--- src/rtl/lsu_riscv.sv ---
// Load/store unit for a RISC-V core: checks each memory instruction for a
// legal size and natural alignment, issues one word-addressed memory access
// with byte enables and lane-replicated store data, holds the core until the
// memory answers or the wait budget runs out, and extends the loaded lane.
module lsu_riscv #(
    parameter int unsigned MEM_TIMEOUT = 255
) (
    input  logic        clk_i,
    input  logic        rst_ni,
    input  logic        core_req_i,
    input  logic        core_we_i,
    input  logic [2:0]  core_size_i,
    input  logic [31:0] core_addr_i,
    input  logic [31:0] core_wd_i,
    output logic [31:0] core_rd_o,
    output logic        core_stall_o,
    output logic        core_misaligned_o,
    output logic        core_err_o,
    output logic        mem_req_o,
    output logic        mem_we_o,
    output logic [3:0]  mem_be_o,
    output logic [31:0] mem_addr_o,
    output logic [31:0] mem_wd_o,
    input  logic [31:0] mem_rd_i,
    input  logic        mem_ready_i
);

    localparam logic [15:0] TIMEOUT = 16'(MEM_TIMEOUT);

    typedef enum logic {IDLE, BUSY} state_t;

    state_t      state_q;
    logic [15:0] cnt_q;
    logic        req_q;
    logic        we_q;
    logic [2:0]  size_q;
    logic [1:0]  off_q;
    logic [29:0] waddr_q;
    logic [3:0]  be_q;
    logic [31:0] wd_q;

    logic        size_legal;
    logic        misaligned;
    logic        accept;
    logic        finish;
    logic        stall;
    logic        mis_pulse;
    logic        err_pulse;
    logic [31:0] rd_data;
    logic [3:0]  be_d;
    logic [31:0] wd_d;

    // Byte enables depend only on width and the low address bits; loads share them.
    function automatic logic [3:0] gen_be(input logic [1:0] width, input logic [1:0] off);
        case (width)
            2'b00:   return 4'b0001 << off;
            2'b01:   return off[1] ? 4'b1100 : 4'b0011;
            default: return 4'b1111;
        endcase
    endfunction

    // Store data is replicated so the memory finds it in whichever lane is enabled.
    function automatic logic [31:0] gen_wd(input logic [1:0] width, input logic [31:0] wd);
        case (width)
            2'b00:   return {4{wd[7:0]}};
            2'b01:   return {2{wd[15:0]}};
            default: return wd;
        endcase
    endfunction

    // Shift the addressed lane down, then sign- or zero-extend by funct3[2].
    function automatic logic [31:0] load_ext(input logic [2:0] size, input logic [1:0] off,
                                             input logic [31:0] word);
        logic [31:0] lane;
        lane = word >> {off, 3'b000};
        case (size[1:0])
            2'b00:   return size[2] ? {24'd0, lane[7:0]}  : {{24{lane[7]}}, lane[7:0]};
            2'b01:   return size[2] ? {16'd0, lane[15:0]} : {{16{lane[15]}}, lane[15:0]};
            default: return word;
        endcase
    endfunction

    assign size_legal = (core_size_i == 3'b000) || (core_size_i == 3'b001) ||
                        (core_size_i == 3'b010) || (core_size_i == 3'b100) ||
                        (core_size_i == 3'b101);
    assign misaligned = ((core_size_i[1:0] == 2'b01) && core_addr_i[0]) ||
                        ((core_size_i[1:0] == 2'b10) && (core_addr_i[1:0] != 2'b00));
    assign be_d       = gen_be(core_size_i[1:0], core_addr_i[1:0]);
    assign wd_d       = gen_wd(core_size_i[1:0], core_wd_i);

    // Same-cycle request checks in IDLE; completion, timeout and stall in BUSY.
    always_comb begin
        accept    = 1'b0;
        finish    = 1'b0;
        stall     = 1'b0;
        mis_pulse = 1'b0;
        err_pulse = 1'b0;
        rd_data   = 32'd0;
        if (state_q == IDLE) begin
            if (core_req_i) begin
                if (!size_legal) begin
                    err_pulse = 1'b1;
                end else if (misaligned) begin
                    mis_pulse = 1'b1;
                end else begin
                    accept = 1'b1;
                    stall  = 1'b1;
                end
            end
        end else if (mem_ready_i) begin
            // Ready wins over a timeout landing in the same cycle.
            finish = 1'b1;
            if (!we_q) begin
                rd_data = load_ext(size_q, off_q, mem_rd_i);
            end
        end else if (cnt_q == TIMEOUT) begin
            finish    = 1'b1;
            err_pulse = 1'b1;
        end else begin
            stall = 1'b1;
        end
    end

    // Core-facing outputs are forced quiet while reset is asserted.
    assign core_stall_o      = rst_ni & stall;
    assign core_misaligned_o = rst_ni & mis_pulse;
    assign core_err_o        = rst_ni & err_pulse;
    assign core_rd_o         = rst_ni ? rd_data : 32'd0;

    assign mem_req_o  = req_q;
    assign mem_we_o   = we_q;
    assign mem_be_o   = be_q;
    assign mem_addr_o = {waddr_q, 2'b00};
    assign mem_wd_o   = wd_q;

    // FSM with the latched access and the registered memory-side outputs.
    always_ff @(posedge clk_i) begin
        if (!rst_ni) begin
            state_q <= IDLE;
            cnt_q   <= 16'd0;
            req_q   <= 1'b0;
            we_q    <= 1'b0;
            size_q  <= 3'd0;
            off_q   <= 2'd0;
            waddr_q <= 30'd0;
            be_q    <= 4'd0;
            wd_q    <= 32'd0;
        end else begin
            case (state_q)
                IDLE: begin
                    if (accept) begin
                        state_q <= BUSY;
                        cnt_q   <= 16'd0;
                        req_q   <= 1'b1;
                        we_q    <= core_we_i;
                        size_q  <= core_size_i;
                        off_q   <= core_addr_i[1:0];
                        waddr_q <= core_addr_i[31:2];
                        be_q    <= be_d;
                        wd_q    <= wd_d;
                    end
                end
                BUSY: begin
                    if (finish) begin
                        state_q <= IDLE;
                        req_q   <= 1'b0;
                    end else begin
                        cnt_q <= cnt_q + 16'd1;
                    end
                end
                default: begin
                    state_q <= IDLE;
                    req_q   <= 1'b0;
                end
            endcase
        end
    end

endmodule

--- config.mk ---
export PLATFORM = sky130hd
export DESIGN_NAME = lsu_riscv
export DESIGN_NICKNAME = d
export VERILOG_FILES = /design/src/rtl/lsu_riscv.sv
export SDC_FILE = /design/constraint.sdc
export NUM_CORES = 1
export LEC_CHECK = 0
export ABC_AREA = 1
export ABC_CLOCK_PERIOD_IN_PS = 2050
export CAP_MARGIN = 30
export CORE_UTILIZATION = 42
export CTS_CLUSTER_DIAMETER = 80
export DETAILED_ROUTE_END_ITERATION = 8
export PLACE_DENSITY = 0.8
export SETUP_SLACK_MARGIN = 0.5
export SLEW_MARGIN = 15
export SYNTH_ARGS = -nofsm -noshare
export SYNTH_HDL_FRONTEND = slang
export SYNTH_SLANG_ARGS = --single-unit
--- constraint.sdc ---
create_clock -name clk_i -period 2.05 [get_ports clk_i]
set_input_delay 0.205 -clock clk_i [delete_from_list [all_inputs] [get_ports clk_i]]
set_output_delay 0.205 -clock clk_i [all_outputs]
set_load 0.05 [all_outputs]
==> results of run 1 <==
## cell type report
cell class              count  area share
clock inverters             7      0.0117
well taps                 140      0.0205
clock buffers               9      0.0145
inverters                  32      0.0174
flip-flops and latches     90       0.215
repair buffers            256       0.345
multi-input cells         552       0.376
## worst register-to-register path, cell delays in order, from the launching register on
cell and delay [ns]:
dfxtp_1 0.48, nand3_4 0.13, nor2_4 0.16, nand2_4 0.08
buf_6 0.13, nand3_4 0.09, buf_6 0.14, clkinvlp_4 0.17
clkbuf_16 0.22, nand2_4 0.06, a21oi_2 0.06
## repair_timing
item / CTS / global route
endpoints found under the setup margin: 144 / 109
buffers inserted: 13 / 10
gates resized for setup: 114 / 98
pin swaps: 15 / 26
gates cloned: 2 / 4
## metal layers
metal	vias to the layer above	routed length, um
li1	2819	-
met1	2883	6990
met2	348	9610
met3	89	1760
met4	0	983
met5	-	0
## cells in the mapped netlist
| cell | n |
|---|---|
| a211oi_1 | 2 |
| nand3_2 | 3 |
| dfxtp_1 | 90 |
| a21oi_4 | 1 |
| and2_1 | 1 |
| ha_1 | 1 |
| nor2_1 | 152 |
| nand2_2 | 2 |
| a31oi_1 | 8 |
| nor2_2 | 1 |
| o21ai_1 | 13 |
| buf_4 | 9 |
| buf_6 | 5 |
| nand4_1 | 2 |
| nand2_4 | 1 |
| inv_1 | 27 |
| xor2_1 | 2 |
| clkbuf_1 | 26 |
| o21ai_0 | 89 |
| conb_1 | 1 |
| inv_2 | 5 |
| nor2_4 | 1 |
| nand2_1 | 128 |
| nand3_1 | 49 |
| xnor2_1 | 3 |
| a21oi_1 | 81 |
| nand3b_1 | 3 |
| buf_2 | 10 |
| o31ai_1 | 7 |
## power by group
part,switching [mW],internal (mW)
Combinational,1.03,0.594
Sequential,0.0675,1.86
Clock,0.697,0.700
## per-stage QoR
stage / TNS, ns / total power [mW] / std cells / setup slack, ns / hold WS, ns
6_report: -0.0395 / 4.95 / 1086 / -0.0233 / 0.211
5_1_grt: -1.54 / 5.11 / 1086 / -0.0810 / 0.206
4_1_cts: 0 / 4.85 / 1072 / 0.0624 / 0.179
3_5_place_dp: 0 / 3.50 / 1041 / 0.0163 / 0.461
3_3_place_gp: 0 / 3.47 / 1041 / 0.0763 / 0.452
2_1_floorplan: 0 / 2.87 / 724 / 0.261 / 0.340
## worst max path at each step
stage                         from            end  slack, ns  cells past startpoint
detailed placement  core_size_i[0]   mem_wd_o[24]       0.02                      7
global placement    core_size_i[0]   mem_wd_o[26]       0.08                      7
floorplan                 off_q[1]  core_rd_o[21]       0.26                     10
finish                    off_q[1]  core_rd_o[17]      -0.02                      9
global route              off_q[0]  core_rd_o[17]      -0.08                     10
CTS                       off_q[1]  core_rd_o[18]       0.06                     10
## cells by family after synthesis
kind of cell               Yosys count
AOI/OAI and AO/OA                  201
other                                1
buffers and inverters               82
and+or+nand+nor                    343
DFF                                 90
xor gates and xnor gates             5
adders and majority gates            1
## state kept, by name, indices dropped and copies added, names as in the netlist
register	count
mem_req_o	1
mem_we_o	1
waddr_q	30
mem_wd_o	32
cnt_q	16
off_q	2
state_q	1
size_q	3
mem_be_o	4
==> flow_summary.toml, run 1 <==
[sta]
worst_slack_ns = -0.0233
fin_crit_sh = 1.01
setup_viol = 6
tightest_slew_ns = 0.654
slew_violations = 0
period_needed_ns = 2.07
relSlewSlack = 0.562
fin_skew_ns = 0.0169
rsz0062_at_grt = "true"
fmax_mhz = 482
final_hold_viol_count = 0

[critical_path]
crit_buf_inv = 3
cpLargestDelayFamily = "simple AND/OR/NAND/NOR gates"
critPathMaxFanout = 8
r2r_end = "cnt_q[7]"
r2r_start = "cnt_q[3]"
cp_cell_sequence = "inv_6 -> o21ai_0 -> o21ai_2 -> nand3_1 -> nand3_4 -> nand2_4 -> buf_16 -> nor2_4 -> buf_12"
cp.required_ns = 1.85
reg2regPathDepth = 10
end_kind = "primary output"
slowest_stage = "dfxtp_4"
cpPeakStageDelay_ns = 0.39
start_kind = "flip-flop"
critPathKind = "reg -> out"
worst_ep_arrival_time_ns = 1.87
rrSetupSlack_ns = 0.21

[synth]
synth_mux_area_frac = 0
yosys.area_share.xor_xnor = 0.00929
synth_top_area_frac = 0.382
yosysWarningCount = 0
syn_inst = 723
seq_area_frac_synth = 0.382
synthTopCellsByArea = "dfxtp_1 38%, nor2_1 12%, nand2_1 10%"
synth_compound_area_frac = 0.223
synth.largest_area_cell = "dfxtp_1"
netlist_area_um2 = 4710
ys_ff_latch = 90
synth-adder-area-share = 0.00266
synth_cell_types = 29
avgSynthCellArea_um2 = 6.52
synth-simple-area-share = 0.299
synth_top_family_by_area = "simple AND/OR/NAND/NOR gates"

[detailed_routing]
wirelength_um = 19400
vias = 6139
post_drt_wl_per_cell_um = 17.8
via_per_inst = 5.65
dr.pass1.iters = 6
antenna_left = 0
drc = 0
drt_iter0_drc = 407

[placed_design]
hpwl_um = 12100
placed_cell_area_um2 = 7590
io_buffer_count = 206
gp_routability_congestion = 0.905

[cts]
clockBufferDepth = 2
cts-root-buf = "clkbuf_8"
cts_tree = "done"
cts_inserted_buffers = 9
cts_hold_buf = 0
h-tree-depth = 3
clock_latency_ns = 0.38
cts.sinks = 90
clk_pin_slew_ns = 0.10

[global_routing]
grt_pass1_wl_um = 27300
grt_max_degree = 67
antenna_found_initial = 0
use_met2 = 0.522
busiest_layer = "met2"
grtUsageTotal = 0.300
overflow = 0
grt_pass1_vias = 5836
met1_usage = 0.324
met3_usage = 0.0914

[pwr]
power_density_nw_per_um2 = 579
leakage_nw = 3.74
irDropWorstVdd_v = 0.000544

[finish]
final_cell_mix = "131 x nor2_1, 108 x nand2_1, 98 x clkdlybuf4s50_1, 81 x o21ai_0, 73 x dfxtp_1"
layout_commonest_cell = "nor2_1"
seq_area_um2 = 1840
area_delta_synth_final_pct = 81.3
fillers = 747
diodes = 0
fin_area_um2 = 8540
drive_gt1_frac = 0.244
multi_input_area_um2 = 3220
nets = 1046
fin_util = 0.785

[job]
drv_cap = 0

[worst_hold_path]
whs_path_depth = 3
min_to = "mem_be_o[0]"
hp-class = "in -> reg"
min_from = "rst_ni"

[floorplanning]
die_x_um = 108
row_count = 38
ios = 209
die_h_um = 108
start_util = 0.433
dieArea_um2 = 11600
core_region_area_um2 = 10900

[status]
status = "finished, violations left"
violations = "setup timing"
Note: power is estimated with default switching activity, not from simulation.
==> run 2: changes to the inputs <==
- GPL_TIMING_DRIVEN: not set -> 0
==> run 2 against run 1 <==
  * The flow still finishes with violations (setup timing)
  * Die area is the same
  * Design area shrank 1.2%
  * Power grew 0.86%
  * Worst hold slack gained 0.12 ns
  * Critical path depth grew 1
  * Clock power shrank 3%
  * Critical path type unchanged
  * Largest cell class unchanged
  * Largest power group unchanged
==> flow_summary.toml, run 2 (same netlist as run 1, synthesis figures left out) <==
[finish]
final_cell_mix = "128 x nor2_1, 109 x nand2_1, 98 x clkdlybuf4s50_1, 78 x dfxtp_1, 74 x o21ai_0"
fin_util = 0.775
drive_gt1_frac = 0.255
fillers = 827
nets = 1089
area_delta_synth_final_pct = 79.2
layout_commonest_cell = "nor2_1"
seq_area_um2 = 1820
diodes = 0
largest_reg_flops = 32
multi_input_area_um2 = 3230

[detailed_routing]
wl_met2_um = 9210
dr.pass1.iters = 5
via_per_inst = 5.40
wl_met1_um = 7250
vias = 6092
route.met3.wl_um = 1620
drt_iter0_drc = 430
top_layer = "met4"
antenna_left = 0
wirelength_um = 18900
drc = 0
post_drt_wl_per_cell_um = 16.7

[cts]
clockBufferDepth = 2
cts-root-buf = "clkbuf_8"
h-tree-depth = 3
clock_latency_ns = 0.36
cts.sinks = 90
cts_inserted_buffers = 9
clk_pin_slew_ns = 0.09
cts_tree = "done"

[critical_path]
slowest_stage = "dfxtp_2"
r2r_start = "cnt_q[0]"
end_kind = "primary output"
cpLargestDelayFamily = "buffers and inverters"
rrSetupSlack_ns = 0.34
critPathMaxFanout = 8
critPathKind = "reg -> out"
cp.required_ns = 1.85
start_kind = "flip-flop"
cp_cell_sequence = "buf_6 -> inv_6 -> nor2_2 -> o21ai_2 -> nand3_1 -> nand3_4 -> nand2_8 -> buf_12 -> nor2_4 -> buf_8"
r2r_end = "cnt_q[8]"
cpPeakStageDelay_ns = 0.33
crit_buf_inv = 4
reg2regPathDepth = 11
worst_ep_arrival_time_ns = 1.92
worst-path-stages = 10

[sta]
slew_violations = 0
relSlewSlack = 0.414
fmax_mhz = 472
tightest_slew_ns = 0.879
final_hold_viol_count = 0
period_needed_ns = 2.12
setup_viol = 21
fin_crit_sh = 1.03
worst_slack_ns = -0.0708
fin_skew_ns = 0.00960
rsz0062_at_grt = "true"
hold_slack_ns = 0.326

[pwr]
p_switching_mw = 1.76
share_comb_of_total_power = 0.341
p_int_mw = 3.22
pwr-share-clk = 0.273
pwr-share-seq = 0.386
power_density_nw_per_um2 = 591
leakage_nw = 3.67
irDropWorstVdd_v = 0.000559
switching_share = 0.354

[worst_hold_path]
min_from = "rst_ni"
hp-class = "in -> reg"
min_to = "mem_be_o[2]"
whs_path_depth = 3

[floorplanning]
dieArea_um2 = 11600
die_h_um = 108
row_count = 38
die_x_um = 108
start_util = 0.433
core_region_area_um2 = 10900
ios = 209

[placed_design]
hpwl_um = 12500
io_buffer_count = 205
gp_routability_congestion = 0.888

[global_routing]
antenna_found_initial = 0
grt_max_degree = 16
overflow = 0
grtUsageTotal = 0.302
grt_pass1_wl_um = 27200
grt_pass1_vias = 5518

[job]
drv_cap = 0

[status]
status = "finished, violations left"
violations = "setup timing"
-- run 2: cell types whose count changed in the layout (fill, tap and decap cells not counted), moves of 7 or more --
cell      previous run  this run
buf_12              44         2
buf_6                4        46
buf_8                2        13
clkbuf_1             0        18
nand2_2              4        11
nand2_4             19        10
o21ai_0             81        74
-- run 2: cell type report --
type                    count  area share
plain buffers              50      0.0456
clock buffers              11      0.0167
clock inverters             5      0.0101
inverters                  32      0.0170
multi-input cells         552       0.382
flip-flops and latches     90       0.216
well taps                 140      0.0207
repair buffers            249       0.292
-- run 2: tightest hold or removal path: stages --
cell     delay [ns]
buf_2          0.19
inv_1          0.18
a21oi_1        0.06
-- run 2: timing repair --
item | in CTS | in global routing
hold buffers | 0 | 0
setup buffers | 32 | 9
hold endpoints to repair | 0 | 0
setup endpoints to repair | 182 | 74
resized for setup | 385 | 97
pin swaps | 16 | 25
gates cloned | 1 | 2
-- run 2: power groups by stage --
stage                     registers [mW]  clock network, mW  logic, mW
after floorplan                     2.33                  0      0.537
after global placement              1.96                  0       1.50
after detailed placement            1.97                  0       1.51
after CTS                           1.93               1.37       1.58
after global routing                1.94               1.44       1.79
final                               1.93               1.36       1.70
-- run 2: how the worst max path moves through the flow --
stage	from	end	slack [ns]
6_report	off_q[0]	core_rd_o[23]	-0.07
3_5_place_dp	mem_rd_i[23]	core_rd_o[21]	-0.82
2_1_floorplan	off_q[1]	core_rd_o[21]	0.26
5_1_grt	off_q[0]	core_rd_o[23]	-0.20
3_3_place_gp	mem_rd_i[23]	core_rd_o[21]	-0.83
4_1_cts	off_q[0]	core_rd_o[30]	-0.03
-- run 2: metrics by stage --
stage          power (mW)  instances  setup TNS [ns]  cell area, um^2  setup slack (ns)
2_1_floorplan        2.87        724               0             5090             0.261
3_3_place_gp         3.46       1069          -20.48             7320            -0.827
3_5_place_dp         3.47       1069          -20.51             7320            -0.819
4_1_cts              4.88       1118          -0.175             8000           -0.0255
5_1_grt              5.18       1129           -3.97             8440            -0.196
6_report             4.99       1129          -0.984             8440           -0.0708
-- run 2: layer usage --
metal	vias to the layer above	track usage
met2	295	0.528
met3	62	0.0726
met1	2814	0.344
met5	-	0
met4	0	0.145
li1	2921	-
